<file path="src/rtl/wb_result_arbiter.sv">
// Writeback result arbiter: each execution unit has a small result FIFO, and
// round-robin arbitration moves FIFO heads onto registered broadcast ports.

module wb_result_fifo #(
  parameter int DEPTH = 2,
  parameter int W     = 38
) (
  input  logic         clk,
  input  logic         rst_n,
  input  logic         kill,
  input  logic         push,
  input  logic         pop,
  input  logic [W-1:0] wdata,
  output logic [W-1:0] rdata,
  output logic         not_empty,
  output logic         ready
);
  localparam int PW = (DEPTH > 1) ? $clog2(DEPTH) : 1;
  localparam int CW = $clog2(DEPTH + 1);

  logic [DEPTH-1:0][W-1:0] mem;
  logic [PW-1:0]           wp, rp;
  logic [CW-1:0]           cnt;

  function automatic logic [PW-1:0] ptr_nxt(input logic [PW-1:0] p);
    return (p == PW'(DEPTH - 1)) ? '0 : p + 1'b1;
  endfunction

  always_ff @(posedge clk or negedge rst_n) begin
    if (!rst_n) begin
      wp  <= '0;
      rp  <= '0;
      cnt <= '0;
    end else if (kill) begin
      wp  <= '0;
      rp  <= '0;
      cnt <= '0;
    end else begin
      if (push) wp <= ptr_nxt(wp);
      if (pop)  rp <= ptr_nxt(rp);
      cnt <= cnt + CW'(push) - CW'(pop);
    end
  end

  // Storage needs no reset; it is only read while cnt != 0.
  always_ff @(posedge clk) begin
    if (push && !kill) mem[wp] <= wdata;
  end

  assign rdata     = mem[rp];
  assign not_empty = (cnt != '0);
  assign ready     = (cnt != CW'(DEPTH));
endmodule

module wb_result_arbiter #(
  parameter int REQ_NUM   = 4,
  parameter int PORT_NUM  = 2,
  parameter int BUF_DEPTH = 2,
  parameter int DATA_LEN  = 32,
  parameter int RRF_SEL   = 6,
  localparam int SW = (REQ_NUM > 1) ? $clog2(REQ_NUM) : 1
) (
  input  logic                         clk_i,
  input  logic                         reset_i,
  input  logic                         kill_i,
  input  logic [REQ_NUM-1:0]           req_valid_i,
  output logic [REQ_NUM-1:0]           req_ready_o,
  input  logic [REQ_NUM*DATA_LEN-1:0]  req_data_i,
  input  logic [REQ_NUM*RRF_SEL-1:0]   req_dst_i,
  output logic [PORT_NUM-1:0]          res_valid_o,
  output logic [PORT_NUM*DATA_LEN-1:0] res_data_o,
  output logic [PORT_NUM*RRF_SEL-1:0]  res_dst_o,
  output logic [PORT_NUM*SW-1:0]       res_src_o,
  output logic                         pending_o
);
  typedef struct packed {
    logic [DATA_LEN-1:0] data;
    logic [RRF_SEL-1:0]  dst;
  } wb_ent_t;

  wb_ent_t [REQ_NUM-1:0]          wr_ent, hd_ent;
  logic    [REQ_NUM-1:0]          ne, gnt;
  logic    [SW-1:0]               rr_ptr, last;
  logic    [PORT_NUM-1:0]         pvld, res_vld;
  logic    [PORT_NUM-1:0][SW-1:0] psel, res_src;
  wb_ent_t [PORT_NUM-1:0]         res_ent;
  int                             slot;

  for (genvar r = 0; r < REQ_NUM; r++) begin : g_req
    assign wr_ent[r] = '{data: req_data_i[r*DATA_LEN +: DATA_LEN],
                         dst:  req_dst_i[r*RRF_SEL +: RRF_SEL]};
    wb_result_fifo #(.DEPTH(BUF_DEPTH), .W(DATA_LEN + RRF_SEL)) u_fifo (
      .clk       (clk_i),
      .rst_n     (reset_i),
      .kill      (kill_i),
      .push      (req_valid_i[r] & req_ready_o[r]),
      .pop       (gnt[r]),
      .wdata     (wr_ent[r]),
      .rdata     (hd_ent[r]),
      .not_empty (ne[r]),
      .ready     (req_ready_o[r])
    );
  end

  function automatic logic [SW-1:0] rr_idx(input logic [SW-1:0] base, input int k);
    int s;
    s = int'(base) + k;
    if (s >= REQ_NUM) s -= REQ_NUM;
    return SW'(s);
  endfunction

  // Walk requesters from rr_ptr; the k-th non-empty head goes to port k.
  always_comb begin
    gnt  = '0;
    pvld = '0;
    psel = '0;
    last = '0;
    slot = 0;
    for (int k = 0; k < REQ_NUM; k++) begin
      if (ne[rr_idx(rr_ptr, k)] && slot < PORT_NUM) begin
        gnt[rr_idx(rr_ptr, k)] = 1'b1;
        for (int p = 0; p < PORT_NUM; p++) begin
          if (slot == p) begin
            pvld[p] = 1'b1;
            psel[p] = rr_idx(rr_ptr, k);
          end
        end
        last = rr_idx(rr_ptr, k);
        slot = slot + 1;
      end
    end
  end

  always_ff @(posedge clk_i or negedge reset_i) begin
    if (!reset_i) begin
      res_vld <= '0;
      res_ent <= '0;
      res_src <= '0;
      rr_ptr  <= '0;
    end else if (kill_i) begin
      res_vld <= '0;
      res_ent <= '0;
      res_src <= '0;
    end else begin
      for (int p = 0; p < PORT_NUM; p++) begin
        res_vld[p] <= pvld[p];
        res_ent[p] <= pvld[p] ? hd_ent[psel[p]] : '0;
        res_src[p] <= psel[p];
      end
      if (|gnt) rr_ptr <= (last == SW'(REQ_NUM - 1)) ? '0 : last + 1'b1;
    end
  end

  for (genvar p = 0; p < PORT_NUM; p++) begin : g_port
    assign res_data_o[p*DATA_LEN +: DATA_LEN] = res_ent[p].data;
    assign res_dst_o[p*RRF_SEL +: RRF_SEL]    = res_ent[p].dst;
    assign res_src_o[p*SW +: SW]              = res_src[p];
  end

  assign res_valid_o = res_vld;
  assign pending_o   = |ne;
endmodule
</file>
<file path="config.mk">
export PLATFORM = sky130hd
export DESIGN_NAME = wb_result_arbiter
export DESIGN_NICKNAME = d
export VERILOG_FILES = /design/src/rtl/wb_result_arbiter.sv
export SDC_FILE = /design/constraint.sdc
export NUM_CORES = 1
export LEC_CHECK = 0
export CORE_MARGIN = 3
export CORE_UTILIZATION = 30
export CTS_BUF_LIST = sky130_fd_sc_hd__clkbuf_8
export CTS_CLUSTER_SIZE = 16
export DETAILED_ROUTE_END_ITERATION = 6
export GPL_TIMING_DRIVEN = 0
export PLACE_DENSITY = 0.49
export SLEW_MARGIN = 5
export SYNTH_ARGS = -nofsm -noshare
export SYNTH_HDL_FRONTEND = slang
export SYNTH_HIERARCHICAL = 1
export SYNTH_SLANG_ARGS = --single-unit
</file>
<file path="constraint.sdc">
create_clock -name clk_i -period 6.2 [get_ports clk_i]
set_input_delay 0.62 -clock clk_i [delete_from_list [all_inputs] [get_ports clk_i]]
set_output_delay 0.62 -clock clk_i [all_outputs]
set_load 0.005 [all_outputs]
</file>
* After elaboration in Yosys (flattened, before gate mapping)
Cells that the tools add are included. W data, S select, Z words.
Cells by class: $add $sub $neg 26, reduce and logical (&&, ||, !) cells 34, multiplexer cells 113, order comparisons 33, bitwise logic cells 8, equal/unequal tests 8
Operators by type and width (count):
- $mux W38 | 16
- $bwmux W76 | 4
- $bmux W38 S2 | 2
- $demux W38 S1 | 4
- $eq A32 B2 Y1 const B | 3
- $logic_not A32 Y1 | 3
- $lt A32 B3 Y1 const B | 3
- $mux W76 | 1
- $add A32 B2 Y32 const B | 2
- $mux W32 | 2
- $mux W2 | 28
- $mux W1 | 40
- $mux W4 | 8
- $lt A2 B3 Y1 const B | 10
- $reduce_bool A2 Y1 | 12
- $lt A1 B2 Y1 const B | 8
- $logic_and A1 B1 Y1 | 15
- $or A4 B4 Y4 | 3
- $ge A3 B3 Y1 const B | 3
- $add A1 B1 Y1 const B | 8
- $add A2 B1 Y2 | 4
- $bmux W1 S2 | 4
- $demux W1 S2 | 4
- $ge A2 B1 Y1 const B | 4
- other kinds (14) | 31
Word-level totals: register bits 404, bits of input ports 159, logic and storage cells 250, output and inout port bits 87

* Longest topological paths before layout
depth after elaboration 22, mapped depth 22, gate-level depth less buffers 17

* Hierarchy
Netlist, hierarchy kept.
Modules (own cells, without submodules):
- wb_result_fifo | cells each 137, area an instance 3005.4 um^2, times used 4, seq. area each 2382.3 um^2
- wb_result_arbiter | cells each 846, area an instance 7453.4 um^2, times used 1, seq. area each 2102.0 um^2

* Worst setup path after synthesis
OpenSTA, ideal clock, no wires.
path kind register to register, start register rr_ptr[0], end register res_ent, in the netlist res_data_o[34], period minus slack after synthesis 5042 ps, slack 1158 ps, data arrival time 4904 ps, cell stages (with the launch flop) 21, required time 6062 ps, path buffers 7, setup time 138 ps, cell sequence dfrtp_1 -> buf_2 -> clkbuf_1 -> inv_1 -> ha_1 -> clkbuf_1 -> mux4_2 -> buf_2 -> ha_1 -> buf_2 -> or2_2 -> a2bb2oi_2 -> inv_2 -> fa_1 -> nor2b_1 -> and3_1 -> o31ai_2 -> buf_4 -> buf_6 -> mux2i_1 -> o22ai_1
On the way: cells in the longest elaborated chain, start to end 18, elaborated cells between the ends (all ways) 53, those cells by class add/sub: 9; order compare: 7; eq/ne: 3; mux: 31; reduce/logical: 3
RTL lines:
- start: declaration | line 83 | logic [SW-1:0] rr_ptr, last;
- start signal: assignment | line 150 | if (|gnt) rr_ptr <= (last == SW'(REQ_NUM - 1)) ? '0 : last + 1'b1;
- $ge A2 B3 Y1 or $sub A2 B1 Y2 (tied branches) | line 108 | if (s >= REQ_NUM) s -= REQ_NUM;
- $mux W2 | line 108
- $bmux W1 S2 | line 120 | if (ne[rr_idx(rr_ptr, k)] && slot < PORT_NUM) begin
- $mux W1 (not written as such) | line 120
- $mux W1 | line 120
- $lt A32 B3 Y1 | line 120
- $logic_and A1 B1 Y1 | line 120
- $mux W32 | line 120
- [2 not listed]
- $mux W32 | line 120
- $lt A32 B3 Y1 or $eq A32 B2 Y1 (tied branches) | line 120, 123
- $logic_and A1 B1 Y1 or $mux W2 (tied branches) | line 120, 123
- $mux W4 | line 120
- $bmux W38 S2 | line 147 | res_ent[p] <= pvld[p] ? hd_ent[psel[p]] : '0;
- $mux W38 (not written as such) | line 147
- $mux W38 * | line 147
- $mux W76 * | line 140 | end else if (kill_i) begin
- end signal: indexed assignment | line 147
- end: declaration | line 86 | wb_ent_t [PORT_NUM-1:0] res_ent;
Every way passes the cells marked *; elsewhere a longest branch is shown, timed or not. The select of a mux whose other input is x is not followed. A chain may end at the register's enable or synchronous reset.

* Worst setup path in the final report
start register rr_ptr[0], end register res_ent, in the netlist res_data_o[0]
On the way: cells in the longest elaborated chain, start to end 18, elaborated cells between the ends (all ways) 56, those cells by class add/sub: 9; order compare: 7; mux: 34; reduce/logical: 6
RTL lines (line):
- $ge A2 B3 Y1 or $sub A2 B1 Y2 (tied branches) | 108
- $mux W2 | 108
- $bmux W1 S2 | 120
- $mux W1 (not written as such) | 120
- $mux W1 | 120
- $lt A32 B3 Y1 | 120
- $logic_and A1 B1 Y1 | 120
- $mux W32 | 120
- [2 not listed]
- $mux W32 | 120
- $lt A32 B3 Y1 or $logic_not A32 Y1 (tied branches) | 120, 123
- $logic_and A1 B1 Y1 or $mux W2 (tied branches) | 120, 123
- $mux W4 | 120
- $bmux W38 S2 | 147
- $mux W38 (not written as such) | 147
- $mux W38 * | 147
- $mux W76 * | 140
Marked as above.

==> results.json <==
{
  "worstSetupEndpointType": "flop",
  "synth-xor-area-share_pct": 0.867,
  "die_h_um": 261,
  "nNetsFinal": 1924,
  "synth_adder_area_share_pct": 1.52,
  "yosysSeqAreaShare_pct": 59.7,
  "syn_nets": 1576,
  "insertion_delay_ns": 0.65,
  "ff2ff_path_depth": 22,
  "rsz0062_at_grt": "false",
  "drcViolationCount": 0,
  "synth_area_um2": 19500,
  "gp_congestion": 0.890,
  "drt-initial-drc-count": 1131,
  "cp.arrival_ns": 6.47,
  "synth_common_cells": "edfxtp_1, mux2_2, dfrtp_1, nand2_1, mux2i_1",
  "min_path_type": "in -> async",
  "stdcell_area_um2": 25000,
  "ant_nets": 0,
  "worstSetupPathType": "reg -> reg",
  "post-dp-hpwl_mm": 50.3,
  "core_area_um2": 63700,
  "drive_gt1_share_pct": 23.9,
  "yosysUniqueCellTypes": 58,
  "timing.slew.headroom_pct": 25.3,
  "clk_pin_slew_ns": 0.07,
  "ff2ff_setup_slack_ns": 0.21,
  "synth-simple-area-share_pct": 9.74,
  "grt_use_total_pct": 19.4,
  "cts_sinks": 404,
  "synth_cells": 1394,
  "cts_buffer_depth": 3,
  "grt_max_degree": 62,
  "grt_pass1_vias": 13900,
  "grt_pass1_wl_mm": 95.2,
  "io_pins": 246,
  "fp-row-count": 92,
  "maxSlewViolCount": 0,
  "yosysMostFrequentCell": "edfxtp_1",
  "yosys_register_bits": 404,
  "wl_per_cell_um": 25.4,
  "dr.pass1.iters": 7,
  "synth.largest_area_cell": "edfxtp_1",
  "fp.dieArea_um2": 68000,
  "dieWidth_um": 261,
  "placed_area_um2": 23300,
  "hold_viol": 0,
  "skew_ns": 0.0345,
  "ctsRootBufferMaster": "clkbuf_8",
  "cts_tree": "built",
  "ys.flop_type": "edfxtp_1",
  "required_ns": 6.68,
  "start_util_pct": 30.6,
  "h-tree-depth": 3,
  "finalSetupViolCount": 0,
  "synth_compound_area_share_pct": 9.43,
  "min_period_over_period_pct": 96.7,
  "cp-start-kind": "flop",
  "syn_area_per_cell_um2": 14.0,
  "worstMarginPinSlew_ns": 1.12,
  "viasPerCell": 5.21,
  "grt_antenna_before_repair": 4,
  "num_vias": 13800,
  "nFillCells": 6024,
  "maxCapViolations": 0,
  "yosys_warnings": 6,
  "min_period_ns": 5.99,
  "synth_top_area_share_pct": 46.9,
  "max_freq_mhz": 167,
  "cts_made_buffers": 73,
  "synth_edf_count": 304,
  "synthMuxAreaShare_pct": 14.4,
  "place.port_buffers": 245,
  "syn2layout_area_growth_pct": 28.2,
  "synthTopCellsByArea": "edfxtp_1, dfrtp_1, mux2_2, mux2i_1, a311oi_1",
  "async_reset_ff_share_pct": 24.8,
  "cp_max_fo": 11,
  "grt.overflow.total": 0,
  "synth_top_family_by_area": "multiplexers",
  "status": "finished clean",
  "holdWs_ns": 0.500,
  "finalWirelength_mm": 67.1
}
sequential cells by signal, summed over array words and instances (netlist names):
register          count
g_req.u_fifo/cnt      8
g_req.u_fifo/mem    304
rr_ptr                2
res_dst_o            12
res_valid_o           2
res_src_o             4
g_req.u_fifo/wp       4
g_req.u_fifo/rp       4
res_data_o           64
per-stage QoR:
step                      utilization (%)  TNS, ns  std cells  worst slack, ns
after floorplan                         -        0       1394             1.16
after global placement               36.1  -161.56       2485           -0.848
final                                39.2        0       2646            0.207
after CTS                            38.9        0       2638           0.0161
after detailed placement             36.5   -45.18       2505           -0.787
after global routing                 39.2        0       2644          0.00324
final cells by class:
type	count	area (µm²)	area share, %
Inverter	17	67.6	0.271
Clock buffer	80	1100	4.41
Tap cell	846	1060	4.24
Sequential cell	404	11600	46.6
Antenna cell	2	5.00	0.0200
Multi-Input combinational cell	856	7250	29.0
Buffer	116	786	3.15
Clock inverter	51	309	1.24
Timing Repair Buffer	274	2770	11.1
worst paths after layout:
check | endpoint | startpoint
hold reg to reg | g_req[0].u_fifo/wp | g_req[0].u_fifo/wp
setup reg to reg | res_data_o[0] | rr_ptr[0]
hold / removal | res_data_o[59] | reset_i
min in group clk_i | g_req[0].u_fifo/mem[72] | req_data_i[28]
max in group asynchronous | g_req[3].u_fifo/rp | reset_i
setup / recovery | res_data_o[0] | rr_ptr[0]
layout by cell type (no fill, tap or decap), types with 29 or more instances in the layout:
cell type | synthesis | final
nor4b_1 | 76 | 76
inv_1 | 16 | 44
clkdlybuf4s50_1 | 0 | 244
nand2_1 | 92 | 92
clkbuf_8 | 0 | 80
mux2_2 | 118 | 118
buf_4 | 16 | 33
edfxtp_1 | 304 | 304
clkbuf_1 | 40 | 29
a21oi_1 | 82 | 82
o22ai_1 | 78 | 58
buf_6 | 26 | 33
nand2b_1 | 78 | 78
mux2i_1 | 83 | 81
a311oi_1 | 76 | 68
buf_2 | 30 | 32
mux2_4 | 40 | 40
dfrtp_1 | 100 | 100
worst max-delay path, cell delays in order, from the launching register on:
cell and delay, ns:
dfrtp_1 0.46, buf_2 0.28, buf_2 0.28, clkinvlp_4 0.25, ha_4 0.40, mux4_2 0.29
buf_2 0.23, ha_1 0.20, buf_2 0.19, or2_2 0.31, a2bb2oi_2 0.16, inv_2 0.19
fa_1 0.24, or2_2 0.18, a2bb2oi_2 0.27, nor4_4 0.07, buf_4 0.16, buf_4 0.18
or3_1 0.35, a31o_2 0.30, buf_4 0.20, buf_4 0.20, o22ai_1 0.38
metal layers:
layer	vias to the layer above	share of wire [%]	GRT usage [%]	wire [µm]
li1	6124	-	-	-
met1	7027	42	25.2	28300
met2	543	49	32.4	32700
met3	100	6.6	4.41	4430
met4	2	2.5	5.65	1670
met5	-	0.010	0	7
timing repair:
item,4_1_cts,5_1_grt
pin swaps,2,2
endpoints found under the hold margin,39,0
hold buffers,1,0
setup buffers,2,6
endpoints found under the setup margin,82,72
resized for setup,17,37
logic make-up after synthesis:
logic type / count (synthesis)
flops: 404
simple gates: 311
compound gates: 266
mux: 243
buf+inv: 134
fa+ha+maj: 23
xor+xnor: 13
Power is not shown: default switching activity piles up to over one toggle a cycle in this logic, so the estimate is an artifact.
